`src/rtl/regfile_arbiter.sv`:
```
// regfile_arbiter: shares a 2R/1W register file between the CPU and a debug/loader port.
// Optional REGFILE_INIT_SWEEP_EN: after reset, clear every register and preload the SP.
module regfile_arbiter #(
    parameter int              NREG     = 32,
    parameter int              AW       = 5,
    parameter int              DW       = 32,
    parameter int              SP_IDX   = 29,
    parameter logic [DW-1:0]   SP_INIT  = 32'h0000_3FFC,
    parameter int              MAX_WAIT = 4
) (
    input  logic          clk,
    input  logic          rst_n,
    input  logic          cpu_we,
    input  logic [AW-1:0] cpu_waddr,
    input  logic [DW-1:0] cpu_wdata,
    input  logic [AW-1:0] cpu_raddr1,
    input  logic [AW-1:0] cpu_raddr2,
    output logic          cpu_stall,
    input  logic          dbg_req,
    input  logic          dbg_we,
    input  logic [AW-1:0] dbg_addr,
    input  logic [DW-1:0] dbg_wdata,
    output logic          dbg_gnt,
    output logic          dbg_rvalid,
    output logic [DW-1:0] dbg_rdata,
    input  logic [DW-1:0] rf_rdata1,
    output logic          rf_we,
    output logic [AW-1:0] rf_w1,
    output logic [DW-1:0] rf_wdata,
    output logic [AW-1:0] rf_r1,
    output logic [AW-1:0] rf_r2,
    output logic          init_done
);

    // state    | meaning
    // S_INIT   | sweeping registers 0..NREG-1, CPU stalled
    // S_RUN    | CPU owns the ports, debug may be granted
    // S_DBG_RD | debug read data returning on rf_rdata1
    typedef enum logic [1:0] {S_INIT, S_RUN, S_DBG_RD} state_t;

    localparam int WCW = $clog2(MAX_WAIT + 1);

`ifdef REGFILE_INIT_SWEEP_EN
    localparam state_t RST_STATE = S_INIT;
    localparam logic   RST_DONE  = 1'b0;
`else
    localparam state_t RST_STATE = S_RUN;
    localparam logic   RST_DONE  = 1'b1;
`endif

    state_t         r_state;
    logic [WCW-1:0] r_wait_cnt;
    logic           r_gnt;
    logic           r_rvalid;
    logic [DW-1:0]  r_rdata;
    logic           r_init_done;
`ifdef REGFILE_INIT_SWEEP_EN
    logic [AW-1:0]  r_idx;
`endif

    logic w_dbg_elig;
    logic w_grant;

    // A request seen during the dbg_gnt cycle is the one just served.
    assign w_dbg_elig = (r_state == S_RUN) && dbg_req && !r_gnt;
    assign w_grant    = w_dbg_elig && (!cpu_we || (r_wait_cnt == WCW'(MAX_WAIT)));

    always_comb begin
        rf_r1     = cpu_raddr1;
        rf_r2     = cpu_raddr2;
        rf_we     = cpu_we && (cpu_waddr != '0);
        rf_w1     = cpu_waddr;
        rf_wdata  = cpu_wdata;
        cpu_stall = 1'b0;
`ifdef REGFILE_INIT_SWEEP_EN
        if (r_state == S_INIT) begin
            rf_we     = 1'b1;
            rf_w1     = r_idx;
            rf_wdata  = (r_idx == AW'(SP_IDX)) ? SP_INIT : '0;
            cpu_stall = 1'b1;
        end else
`endif
        if (w_grant && dbg_we) begin
            rf_we     = (dbg_addr != '0);
            rf_w1     = dbg_addr;
            rf_wdata  = dbg_wdata;
            cpu_stall = cpu_we;
        end else if (w_grant) begin
            rf_r1     = dbg_addr;
            rf_we     = 1'b0;
            cpu_stall = 1'b1;
        end
    end

    always_ff @(posedge clk or negedge rst_n) begin
        if (!rst_n) begin
            r_state     <= RST_STATE;
            r_wait_cnt  <= '0;
            r_gnt       <= 1'b0;
            r_rvalid    <= 1'b0;
            r_rdata     <= '0;
            r_init_done <= RST_DONE;
`ifdef REGFILE_INIT_SWEEP_EN
            r_idx       <= '0;
`endif
        end else begin
            r_gnt    <= w_grant;
            r_rvalid <= 1'b0;
            case (r_state)
`ifdef REGFILE_INIT_SWEEP_EN
                S_INIT: begin
                    r_idx <= r_idx + AW'(1);
                    if (r_idx == AW'(NREG - 1)) begin
                        r_state     <= S_RUN;
                        r_init_done <= 1'b1;
                    end
                end
`endif
                S_RUN: begin
                    if (w_grant) begin
                        r_wait_cnt <= '0;
                        if (!dbg_we) r_state <= S_DBG_RD;
                    end else if (w_dbg_elig) begin
                        if (r_wait_cnt != WCW'(MAX_WAIT)) r_wait_cnt <= r_wait_cnt + WCW'(1);
                    end else begin
                        r_wait_cnt <= '0;
                    end
                end
                S_DBG_RD: begin
                    r_rvalid   <= 1'b1;
                    r_rdata    <= rf_rdata1;
                    r_wait_cnt <= '0;
                    r_state    <= S_RUN;
                end
                default: r_state <= S_RUN;
            endcase
        end
    end

    assign dbg_gnt    = r_gnt;
    assign dbg_rvalid = r_rvalid;
    assign dbg_rdata  = r_rdata;
    assign init_done  = r_init_done;

endmodule
```
`config.mk`:
```
export PLATFORM = sky130hd
export DESIGN_NAME = regfile_arbiter
export DESIGN_NICKNAME = d
export VERILOG_FILES = /design/src/rtl/regfile_arbiter.sv
export SDC_FILE = /design/constraint.sdc
export NUM_CORES = 1
export LEC_CHECK = 0
export BUFFER_PORTS_ARGS = -buffer_cell sky130_fd_sc_hd__buf_4
export CAP_MARGIN = 20
export CORE_MARGIN = 4
export CORE_UTILIZATION = 41
export CTS_CLUSTER_SIZE = 30
export DETAILED_ROUTE_END_ITERATION = 10
export PLACE_DENSITY = 0.9
export SLEW_MARGIN = 5
export SYNTH_ARGS = -nofsm -noshare
export SYNTH_HDL_FRONTEND = slang
export SYNTH_SLANG_ARGS = --single-unit
```
`constraint.sdc`:
```
create_clock -name clk -period 3.6 [get_ports clk]
set_input_delay 0.54 -clock clk [delete_from_list [all_inputs] [get_ports clk]]
set_output_delay 0.54 -clock clk [all_outputs]
set_load 0.02 [all_outputs]
```
==> reports/qor_table.md <==
| Metric | Value |
| --- | --- |
| Status | finished, final reports clean |
| Share of cells above drive strength 1 | 0.8006 |
| Clock buffers created by TritonCTS | 5 |
| Worst reg-to-reg setup slack | 1.60 ns |
| Post-cts gate resize count | 0 |
| Wirelength, routed | 6.863 mm |
| Port Buffers | 193 |
| Maximum clock path buffer count | 2 |
| Antenna violations before repair | 0 |
| Clock root buffer | clkbuf_8 |
| Overall die height | 82.98 µm |
| Worst r2r path cells | 5 |
| Average wire per cell in the routed design | 16.22 µm |
| Starting Density | 0.4211 |
| Detailed-routed wire length on met2 | 3.620 mm |
| Top metal layer carrying routed signals | met4 |
| CP delay by family, top | simple AND/OR/NAND/NOR gates |
| Via count normalized by instance count | 4.678 |
| Pleak | 2.059 nW |
| Worst path buffer plus inverter count | 2 |
| Endpoints failing hold | 0 |
| Via total after detailed routing | 1979 |
| Total grt overflow | 0 |
| Routed length on met3 | 485 µm |
| Number of global-route vias before repair | 2260 |
| Maximum number of pins on one net before global-route repair | 40 |
| Mapped Cells | 162 |
| RSZ-0062 raised after global routing | no |
| Pins Over Slew Limit | 0 |
| Sink Count | 39 |
| Clock tree from TritonCTS | yes |
| Clock latency reported for the late side of the worst-skew pair | 0.28 ns |
| Number of placement rows | 27 |
| Boundary Pins | 205 |
| Fill cell instance count of the final layout | 409 |
| Kind of path behind the tightest hold check | input port to asynchronous set/reset pin |
| Number of violations reported at the end of detailed-routing iteration 0 | 39 |
| Post-Route Setup TNS | 0 ns |
| End of the worst register-to-register path | r_wait_cnt[2]$_DFFE_PN0P_ |
| Pwr per Cell Area | 577.6 nW/µm² |
| Remaining number of nets flagged by the antenna check after routing | 0 |
| Category of the worst setup path capture point | output pin |
| Placeable core region | 5473 µm² |
| Detailed Routing Iterations Pass 1 | 3 |
| Crit-path max FO | 37 |
| Antenna fix cells | 0 |
| Post-synth cell types | 25 |
| Portion of the clock cycle consumed by the worst path in the final layout | 0.8073 |
| Setup bufs post-CTS | 0 |
| Layout net count | 475 |
| Global-route wire length before repair | 11.27 mm |
| DRC violation count after routing | 0 |
| Setup violation total in the final timing report | 0 |
| Routability Congestion | 0.7917 |
| Count of warnings emitted by yosys | 1 |
| Flop and latch count out of synthesis | 39 |
| WHS | 0.2287 ns |
| Synth Net Count | 287 |
| Sequential cell area fraction in the yosys report | 0.4240 |
| Number of hold-repair buffers added at the cts stage | 0 |
| Maximum level of the CTS H-tree | 2 |
| Number of max-cap violations | 0 |
| Rel. slew slack | 0.6386 |
| IR drop worst, VDD | 0.4957 mV |
| Area of the mapped netlist | 2305 µm² |
| Final worst clock skew | 0.003059 ns |
| Die X-Extent | 82.98 µm |
| Crit path launch type | register |
| Cell-by-cell trace of the critical path | ha_1 -> nand3b_4 -> or3b_2 -> buf_12 -> mux2_4 -> buf_4 |
| Highest-delay cell along the critical path | dfstp_2 |
| Required time of the worst setup path | 3.06 ns |
| HPWL Detailed | 5.680 mm |
| Delay contributed by the slowest stage of the critical path | 0.54 ns |
| Register clock-pin slew on the reported worst setup and hold paths | 0.08 ns |
| Worst slew pin tran | 0.5397 ns |
| Max Freq | 344.1 MHz |
| Crit Reg-Reg Startpoint | r_state[0]$_DFFE_PN1P_ |
| Area growth from synthesis to final layout | 65.96% |
| Overall Global Routing Usage | 0.1999 |
| Area of the die | 6885 µm² |
| Final critical-path required period | 2.906 ns |
| Critical path data arrival time | 2.37 ns |
| Worst Setup Path Type | register to output pin |
| Synthesized area divided by synthesized cell count | 14.23 µm² |
| Post-Route M1 WL | 2.578 mm |
-- routing by layer --
metal,global-route usage,up-vias
met5,0,-
met4,0.06389,0
met3,0.05754,14
met2,0.3681,93
met1,0.2192,927
li1,-,945
-- cell type report --
type | instances | area, µm² | share of cell area
Inverter | 7 | 26.28 | 0.006869
Timing Repair Buffer | 195 | 1476 | 0.3860
Multi-Input combinational cell | 102 | 1170 | 0.3059
Sequential cell | 39 | 977.2 | 0.2555
Tap cell | 72 | 90.09 | 0.02355
Clock buffer | 6 | 72.57 | 0.01897
Clock inverter | 2 | 12.51 | 0.003271
-- synth_stat cells --
library cell / count / area [µm²]
conb_1: 1 / 3.750
nor3b_2: 1 / 12.51
mux2_4: 30 / 450.4
o22ai_1: 1 / 6.260
dfrtp_1: 38 / 950.9
dfstp_2: 1 / 26.28
o21ai_0: 4 / 20.02
clkbuf_1: 4 / 15.01
or3b_1: 1 / 8.760
buf_12: 3 / 60.06
o21a_1: 2 / 15.01
ha_1: 4 / 50.05
mux2_2: 44 / 495.5
a21bo_1: 1 / 10.01
nor2b_1: 1 / 6.260
inv_1: 7 / 26.28
o311ai_0: 1 / 8.760
buf_4: 6 / 45.04
or4_1: 3 / 22.52
or3_1: 1 / 6.260
or3b_2: 1 / 8.760
nand2_1: 4 / 15.01
mux2i_1: 1 / 10.01
nand3b_4: 1 / 20.02
buf_6: 1 / 11.26
-- cells in the final DEF, fill, tap and decap left out --
cell,count
buf_4,194
mux2_2,44
dfrtp_1,38
mux2_4,30
inv_1,7
clkbuf_8,5
o21ai_0,4
nand2_1,4
ha_1,4
or4_1,3
or3b_2,2
o21a_1,2
nand3b_4,1
a21bo_1,1
nor3b_2,1
nor2b_1,1
mux2i_1,1
or3_1,1
o311ai_0,1
o22ai_1,1
conb_1,1
clkbuf_1,1
clkinv_2,1
clkinvlp_4,1
buf_12,1
dfstp_2,1
-- state kept, by name (all words and copies together), names as in the netlist --
register and cells:
dbg_gnt 1, r_wait_cnt 3, dbg_rdata 32, r_state 2, dbg_rvalid 1
-- cell families (layout without fill, tap and decap cells) --
group / after synthesis / count (layout) / synth area share
multiplexers: 75 / 75 / 0.4148
AND/OR/NAND/NOR: 13 / 13 / 0.04343
other: 1 / 1 / 0.001627
adder cells (fa/ha/maj): 4 / 4 / 0.02172
flip-flops: 39 / 39 / 0.4240
AO/OA/AOI/OAI: 9 / 9 / 0.02606
buffers and inverters: 21 / 210 / 0.06840
-- worst reg2reg max path: stages, from the launching register on --
cell,delay [ns]
dfstp_2,0.54
inv_1,0.05
ha_1,0.34
or3b_2,0.44
or4_1,0.41
o311ai_0,0.11
-- where the power goes --
part           internal (mW)  switching (mW)
sequential             0.635           0.100
clock                  0.135           0.147
combinational          0.617           0.576
total                   1.39           0.823
-- stage by stage --
stage / area [µm²] / power, mW / std cells / worst slack, ns / utilization
floorplan: 2305 / 1.412 / 162 / 1.246 / -
global placement: 3740 / 1.911 / 415 / 1.031 / 0.6834
detailed placement: 3740 / 1.951 / 415 / 0.9987 / 0.6834
CTS: 3825 / 2.237 / 423 / 0.6825 / 0.6989
global route: 3825 / 2.352 / 423 / 0.5905 / 0.6989
finish: 3825 / 2.209 / 423 / 0.6936 / 0.6989
-- how the worst max path moves through the flow --
stage | from | end | slack (ns) | depth (start not counted)
floorplan | r_state[0]$_DFFE_PN1P_ | rf_w1[0] | 1.25 | 6
global placement | cpu_we | rf_w1[3] | 1.03 | 6
detailed placement | r_state[0]$_DFFE_PN1P_ | rf_w1[1] | 1.0 | 6
CTS | r_state[0]$_DFFE_PN1P_ | rf_w1[0] | 0.68 | 6
global route | r_state[0]$_DFFE_PN1P_ | rf_wdata[20] | 0.59 | 6
finish | r_state[0]$_DFFE_PN1P_ | rf_w1[0] | 0.69 | 6
Power figures use the tool's default switching activity.
